## src/rtl/wb_regfile_if.sv

```systemverilog
`default_nettype none
// +----------------------------------------------------------------------+
// | wb_regfile_if : writeback/decode bus bundle for the Y86-64 SEQ regfile |
// | Revision 1.0                                                           |
// +----------------------------------------------------------------------+
interface wb_regfile_if #(
  parameter int WORD = 64
);
  logic [3:0]      icode;
  logic            cnd;
  logic [3:0]      dstE;
  logic [3:0]      dstM;
  logic [WORD-1:0] valE;
  logic [WORD-1:0] valM;
  logic            instr_valid;
  logic            imem_error;
  logic            dmem_error;
  logic [3:0]      srcA;
  logic [3:0]      srcB;
  logic [WORD-1:0] valA;
  logic [WORD-1:0] valB;
  logic [2:0]      stat;
  logic            halted;
  logic [WORD-1:0] retired;

  modport master (
    output icode, cnd, dstE, dstM, valE, valM,
    output instr_valid, imem_error, dmem_error, srcA, srcB,
    input  valA, valB, stat, halted, retired
  );

  modport slave (
    input  icode, cnd, dstE, dstM, valE, valM,
    input  instr_valid, imem_error, dmem_error, srcA, srcB,
    output valA, valB, stat, halted, retired
  );
endinterface
`default_nettype wire

```

## src/rtl/wb_regfile.sv

```systemverilog
`default_nettype none
// +----------------------------------------------------------------------+
// | wb_regfile : Y86-64 SEQ writeback, register file, status, retire count |
// | Revision 1.0                                                           |
// +----------------------------------------------------------------------+
module wb_regfile #(
  parameter int         WORD  = 64,
  parameter int         NREG  = 15,
  parameter logic [3:0] RNONE = 4'hF
) (
  input logic        clk,
  input logic        rst,
  wb_regfile_if.slave bus
);

  typedef enum logic [2:0] {
    ST_AOK = 3'd1,
    ST_HLT = 3'd2,
    ST_ADR = 3'd3,
    ST_INS = 3'd4
  } stat_t;

  localparam logic [3:0] c_nreg       = 4'(NREG);
  localparam logic [3:0] c_icode_halt = 4'h0;
  localparam logic [3:0] c_icode_cmov = 4'h2;

  logic [WORD-1:0] r_regs [NREG];
  stat_t           r_stat;
  logic            r_halted;
  logic [WORD-1:0] r_retired;

  stat_t w_next_stat;
  logic  w_wr_en;
  logic  w_e_wr;
  logic  w_m_wr;

  always_comb begin
    w_next_stat = ST_AOK;
    if (bus.imem_error)             w_next_stat = ST_ADR;
    else if (!bus.instr_valid)      w_next_stat = ST_INS;
    else if (bus.dmem_error)        w_next_stat = ST_ADR;
    else if (bus.icode == c_icode_halt) w_next_stat = ST_HLT;
  end

  // Only an instruction that both starts and finishes in AOK may commit.
  assign w_wr_en = (r_stat == ST_AOK) && (w_next_stat == ST_AOK);

  assign w_e_wr = w_wr_en && (bus.dstE != RNONE) && (bus.dstE < c_nreg) &&
                  !((bus.icode == c_icode_cmov) && !bus.cnd);
  assign w_m_wr = w_wr_en && (bus.dstM != RNONE) && (bus.dstM < c_nreg);

  always_ff @(posedge clk) begin
    if (rst) begin
      for (int i = 0; i < NREG; i++) begin
        r_regs[i] <= '0;
      end
      r_stat    <= ST_AOK;
      r_halted  <= 1'b0;
      r_retired <= '0;
    end else begin
      if (w_e_wr) begin
        r_regs[bus.dstE] <= bus.valE;
      end
      // M write follows E so it wins when both target the same register.
      if (w_m_wr) begin
        r_regs[bus.dstM] <= bus.valM;
      end
      if (r_stat == ST_AOK) begin
        r_stat   <= w_next_stat;
        r_halted <= (w_next_stat != ST_AOK);
      end
      if (w_wr_en) begin
        r_retired <= r_retired + WORD'(1);
      end
    end
  end

  assign bus.valA = ((bus.srcA != RNONE) && (bus.srcA < c_nreg)) ? r_regs[bus.srcA] : '0;
  assign bus.valB = ((bus.srcB != RNONE) && (bus.srcB < c_nreg)) ? r_regs[bus.srcB] : '0;

  assign bus.stat    = r_stat;
  assign bus.halted  = r_halted;
  assign bus.retired = r_retired;

endmodule
`default_nettype wire

```

## src/flat_wrapper.sv

```systemverilog
// flat-port wrapper written by rule: the top's interface ports become plain ports
module wb_regfile_flat 
#(
  parameter int         WORD  = 64,
  parameter int         NREG  = 15,
  parameter logic [3:0] RNONE = 4'hF
)
  (clk, rst, bus_icode, bus_cnd, bus_dstE, bus_dstM, bus_valE, bus_valM, bus_instr_valid, bus_imem_error, bus_dmem_error, bus_srcA, bus_srcB, bus_valA, bus_valB, bus_stat, bus_halted, bus_retired);
  wb_regfile_if #(.WORD(WORD)) bus_i ();
  input logic clk;
  input logic rst;
  input wire logic [$bits(bus_i.icode)-1:0] bus_icode;
  input wire logic [$bits(bus_i.cnd)-1:0] bus_cnd;
  input wire logic [$bits(bus_i.dstE)-1:0] bus_dstE;
  input wire logic [$bits(bus_i.dstM)-1:0] bus_dstM;
  input wire logic [$bits(bus_i.valE)-1:0] bus_valE;
  input wire logic [$bits(bus_i.valM)-1:0] bus_valM;
  input wire logic [$bits(bus_i.instr_valid)-1:0] bus_instr_valid;
  input wire logic [$bits(bus_i.imem_error)-1:0] bus_imem_error;
  input wire logic [$bits(bus_i.dmem_error)-1:0] bus_dmem_error;
  input wire logic [$bits(bus_i.srcA)-1:0] bus_srcA;
  input wire logic [$bits(bus_i.srcB)-1:0] bus_srcB;
  output wire logic [$bits(bus_i.valA)-1:0] bus_valA;
  output wire logic [$bits(bus_i.valB)-1:0] bus_valB;
  output wire logic [$bits(bus_i.stat)-1:0] bus_stat;
  output wire logic [$bits(bus_i.halted)-1:0] bus_halted;
  output wire logic [$bits(bus_i.retired)-1:0] bus_retired;
  assign bus_i.icode = bus_icode;
  assign bus_i.cnd = bus_cnd;
  assign bus_i.dstE = bus_dstE;
  assign bus_i.dstM = bus_dstM;
  assign bus_i.valE = bus_valE;
  assign bus_i.valM = bus_valM;
  assign bus_i.instr_valid = bus_instr_valid;
  assign bus_i.imem_error = bus_imem_error;
  assign bus_i.dmem_error = bus_dmem_error;
  assign bus_i.srcA = bus_srcA;
  assign bus_i.srcB = bus_srcB;
  assign bus_valA = bus_i.valA;
  assign bus_valB = bus_i.valB;
  assign bus_stat = bus_i.stat;
  assign bus_halted = bus_i.halted;
  assign bus_retired = bus_i.retired;
  wb_regfile #(.WORD(WORD), .NREG(NREG), .RNONE(RNONE)) u_core (.clk(clk), .rst(rst), .bus(bus_i));
endmodule
```

## config.mk

```make
export PLATFORM = sky130hd
export DESIGN_NAME = wb_regfile_flat
export DESIGN_NICKNAME = d
export VERILOG_FILES = /design/src/rtl/wb_regfile_if.sv /design/src/rtl/wb_regfile.sv /design/src/flat_wrapper.sv
export SDC_FILE = /design/constraint.sdc
export NUM_CORES = 2
export LEC_CHECK = 0
export CAP_MARGIN = 10
export CORE_MARGIN = 1.5
export CORE_UTILIZATION = 58
export DETAILED_ROUTE_END_ITERATION = 10
export PLACE_DENSITY_LB_ADDON = 0.12
export SETUP_SLACK_MARGIN = 0.1
export SKIP_LAST_GASP = 1
export SLEW_MARGIN = 15
export SYNTH_ARGS = -nofsm -noshare
export SYNTH_HDL_FRONTEND = slang
export SYNTH_SLANG_ARGS = --single-unit
```

## constraint.sdc

```tcl
create_clock -name clk -period 4.2 [get_ports clk]
set_input_delay 0.42 -clock clk [delete_from_list [all_inputs] [get_ports clk]]
set_output_delay 0.42 -clock clk [all_outputs]
set_load 0.01 [all_outputs]
```

# Word-level counts from Yosys, hierarchy flattened
# Memories as Yosys holds them, arrays and structs flattened.
# Index checks and enable logic that the tools add are counted.
op_classes:
  add_sub_neg: 1
  n_lt_le_gt_ge: 4
  eq_ne: 8
  n_mux: 20
  reduce_logical: 14
op_table:
  columns: ["op", "n"]
  rows:
  - ["$mux 64", 4]
  - ["$reduce_or 64->1", 2]
  - ["$add 64x1->64 const B", 1]
  - ["$lt 4x4->1 const B", 4]
  - ["$ne 4x4->1 const B", 4]
  - ["$mux 1", 10]
  - ["$logic_and 1x1->1", 9]
  - ["$mux 3", 3]
  - ["$mux 4", 2]
  - ["$eq 3x1->1 const B", 2]
  - ["$eq 4x2->1 const B", 1]
  - ["$logic_not 4->1", 1]
  - ["$ne 3x1->1 const B", 1]
  - ["$logic_not 1->1", 2]
  - ["$mux 2", 1]
totals:
  regBits: 68
  ramBits: 960
  in_bits: 154
  out_inout_bits: 196
  word_cells: 51
  mem_count: 1
mem_list:
  columns: ["name", "depth", "word_bits", "rd", "rd_clocked_by_memory_dff", "wr", "line", "text"]
  rows:
  - ["u_core.r_regs", 15, 64, 2, 0, 15, "wb_regfile.sv:27", "logic [WORD-1:0] r_regs [NREG];"]

# Logic depth before layout (Yosys ltp)
depth:
  ltp_word: 15
  depth_mapped: 8
  mapped_depth_nobuf: 6

# Least setup slack after synthesis
# Ideal clock, no wire load.
synth_timing:
  path_type: "input to register"
  startpoint: "input port bus_imem_error"
  endpoint: "memory u_core.r_regs[11][0], enable pin"
  setup_time_ns: 0.423
  arrival_time_ns: 3.506
  required_ns: 3.777
  slack_ns: 0.271
  stages: 8
  n_path_buf: 3
  cell_sequence: "or4b_1 -> buf_4 -> nor4_4 -> and2_1 -> buf_2 -> buf_1 -> nor2_1 -> nand2_1"
synth_rtl:
  columns: ["element", "line", "text"]
  rows:
  - ["start: declaration", "flat_wrapper.sv:19", "input wire logic [$bits(bus_i.imem_error)-1:0] bus_imem_error;"]
  - ["end: declaration", "wb_regfile.sv:27", null]

# Worst setup path after layout
layout_timing:
  startpoint: "input port bus_srcB[0]"
  endpoint: "output port bus_valB[24]"
layout_between:
  elab_chain_cells: 3
  elab_cells_between_ends: 5
  cone_classes: "order compare (1); eq/ne (1); mux (1); reduce/logical (1); memory (1)"
layout_lines:
  columns: ["element", "line", "text"]
  rows:
  - ["start: declaration", "flat_wrapper.sv:22", "input wire logic [$bits(bus_i.srcB)-1:0] bus_srcB;"]
  - ["$lt 4x4->1 / $ne 4x4->1 (equally long branches)", "wb_regfile.sv:79", "assign bus.valB = ((bus.srcB != RNONE) && (bus.srcB < c_nreg)) ? r_regs[bus.srcB] : '0;"]
  - ["$logic_and 1x1->1", "wb_regfile.sv:79", null]
  - ["$mux 64 *", "wb_regfile.sv:79", null]
  - ["end: declaration", "flat_wrapper.sv:24", "output wire logic [$bits(bus_i.valB)-1:0] bus_valB;"]
# Every way passes the cells marked *; elsewhere a longest branch is shown, timed or not.

==> metrics.txt <==
largest net degree at the start of global routing 77; Yosys Warn Count 0; ratio of cells with drive above 1 in the final layout 20.5%; power per cell area 371 nW/um2; Hold Fails Final Rpt 0; most used routing layer met2; All-Layer GR Usage 43.4%; gp weighted congestion 0.877; Root Buffer clkbuf_16; outcome finished, final reports clean; met3 global-route usage 15.1%; nets 5438; hpwl dp 139 mm; Primary FF master, synth edfxtp_1; Worst VDD drop 0.356 mV; Clock Pin Slew Worst Setup and Hold Paths 0.06 ns; Worst Tran Pin Value 1.04 ns; Static Leak 26.3 nW; xor/xnor cell area share of the yosys netlist 0.388%; Die ar. 111000 um2; adder-cell share of the synthesized area 0.0198%; initial antenna violation count 21; fillcell total 7554; WHS 0.0341 ns; final setup violation count 0; Total Negative Setup Slacks 0 ns; CTS sink cnt 1092; Synth Area in Simple Gates 11.8%; Hold Path Class primary input to flop; number of flops mapped to enable cells by yosys 1024; CP startpoint kind primary input; critical path capture point type output port; TritonCTS clock tree built; Critical Path RT 3.78 ns; Num CTS Buffers 120; Clock Skew 0.0211 ns; crit-path max FO 38; H-Tree Depth 3; fin crit share 82.1%; Async SR Flop Fraction 0%; area grow syn2layout 15.7%; io pins 350; Post-Syn Area per Cell 12.2 um2; Netlist cell types 51; post-CTS sizing 0; post-synthesis register bit count 1092; Syn Inst Count 5187; Max Cap Violations 0; sequential cell area 32100 um2; num rows 120; unrepaired setup endpoints after global routing false; Synth Cell Area 63100 um2; total congestion overflow 0; footprint of the multi-input gates 29100 um2; Initial DRC Count 8490; Seq/Total Area, Yosys 50.9%; Setup CP Type primary input to output port; WL/cell 35.7 um; routing usage on met1 56.1%; largest family of logic cells by synthesized area multiplexers; Core Util, Final 67.9%; number of routed nets with antenna violations 0; CTS Buffer Depth 3; IO buf count 349; max frequency 290 MHz; Slew HR 30.5%; met2 Resource Use GR 64.0%; post-CTS setup buffers 0; mux cell area share after synthesis 22.9%; Routed WL 243 mm; first-pass GRT wire length 344 mm; clock latency at the later pin of the worst-skew pair 0.74 ns; Post-route DRC 0; number of global-route vias before repair 50326; die extent in y 333 um; Core ar. 108000 um2; initial core utilization 58.7%; post-synthesis compound-gate area fraction 10.1%; first drt pass iteration count 8; overall die width 333 um; Via density 7.49; CTS Hold Bufs 0; crit path DAT 3.03 ns; Final min period 3.45 ns; max-slew violations 0; via count of the routed design 50975
[layout by cell type (no fill, tap or decap), types with 15 or more instances in the layout]
master,netlist,routed
nand2_1,1362,1332
edfxtp_1,1024,1024
o21ai_0,685,685
mux4_2,640,640
clkdlybuf4s50_1,0,340
a22o_1,305,305
nor2b_1,135,135
clkbuf_16,0,123
buf_4,1,121
buf_12,0,76
dfxtp_1,68,68
conb_1,1,64
nor2_1,64,53
nand4_1,40,40
a21oi_1,35,35
or3_1,30,30
nand2_4,0,24
clkinv_2,0,24
clkinv_1,0,23
nand3_1,28,22
xor2_1,22,22
clkbuf_1,502,18
bufinv_16,0,18
diode_2,0,15
[registers in the layout (all words and copies together) (netlist names)]
name	cells
u_core.bus.halted	1
u_core.bus.retired	64
u_core.r_regs	1024
u_core.bus.stat	3
[stage by stage]
step / cells / total power, mW / instance area [um2] / setup slack, ns
floorplan: 5250 / 14.6 / 63400 / 0.271
global placement: 6564 / 16.0 / 69000 / 0.398
detailed placement: 6564 / 16.1 / 69000 / 0.344
CTS: 6789 / 26.9 / 73000 / 0.785
global route: 6799 / 27.5 / 73000 / 0.592
finish: 6804 / 27.1 / 73000 / 0.753
[synth_stat cells (2+ instances only)]
library cell / count / area share, %
o21ai_0: 685 / 5.4
nor2b_1: 135 / 1.3
or4b_1: 2 / 0.032
nand2_1: 1362 / 8.1
o31ai_1: 4 / 0.048
or4_1: 4 / 0.048
clkbuf_2: 4 / 0.032
dfxtp_1: 68 / 2.2
and2_1: 14 / 0.14
nor4_2: 3 / 0.059
nor2_1: 64 / 0.38
edfxtp_1: 1024 / 49
or3_1: 30 / 0.30
clkbuf_1: 502 / 3.0
nor4bb_1: 2 / 0.032
xor2_1: 22 / 0.31
a31oi_1: 2 / 0.020
nor4_1: 9 / 0.089
mux4_2: 640 / 23
xnor2_1: 6 / 0.083
nor3_1: 6 / 0.048
nor2_2: 2 / 0.020
inv_1: 13 / 0.077
a21oi_1: 35 / 0.28
a22o_1: 305 / 4.2
nand4_1: 40 / 0.40
nand3_1: 28 / 0.22
nand2b_1: 4 / 0.040
and4_1: 11 / 0.15
nor4_4: 4 / 0.13
buf_2: 62 / 0.49
nand4b_1: 3 / 0.042
nand3b_1: 4 / 0.048
buf_1: 64 / 0.38
and3_1: 8 / 0.079
[final cells by class]
class                           count  area share, %
Antenna cell                       15         0.0514
Clock buffer                      146           4.36
Clock inverter                     79           1.17
Inverter                           13         0.0668
Multi-Input combinational cell   3512           39.9
Sequential cell                  1092           44.0
Tap cell                         1403           2.40
Timing Repair Buffer              544           8.11
[cell families (layout without fill, tap and decap cells)]
logic type	Yosys count	in the layout
muxes	642	642
AOI/OAI and AO/OA	1035	1035
DFF	1092	1092
other	1	79
and+or+nand+nor	1742	1742
buffers and inverters	646	782
xor gates and xnor gates	28	28
adders and majority gates	1	1
[per-layer routing]
layer	share of wire [%]	routed length, um
met1	32	77900
met2	44	107000
met3	17	41800
met4	6.4	15500
met5	0.097	236
[critical path, stage by stage]
cell	delay, ns
buf_8	0.32
buf_12	0.37
mux4_2	0.63
mux4_2	0.59
nor2b_1	0.17
clkdlybuf4s50_1	0.49
[where the power goes]
group          switching [mW]  internal, mW
sequential              0.220          12.3
clock                    4.63          6.46
combinational            1.86          1.62
total                    6.70          20.4
[path summary, 6_finish.rpt]
kind                                             start                endpoint  slack [ns]  cells after the start
worst max-delay path                       bus_srcB[0]            bus_valB[24]        0.75                      6
worst min-delay path                               rst  u_core.bus.retired[44]        0.03                      2
worst max register to register      u_core.bus.stat[0]    u_core.r_regs[3][17]        0.78                      7
worst min register to register  u_core.bus.retired[63]  u_core.bus.retired[63]        0.48                      2
Note: power is estimated with default switching activity, not from simulation.
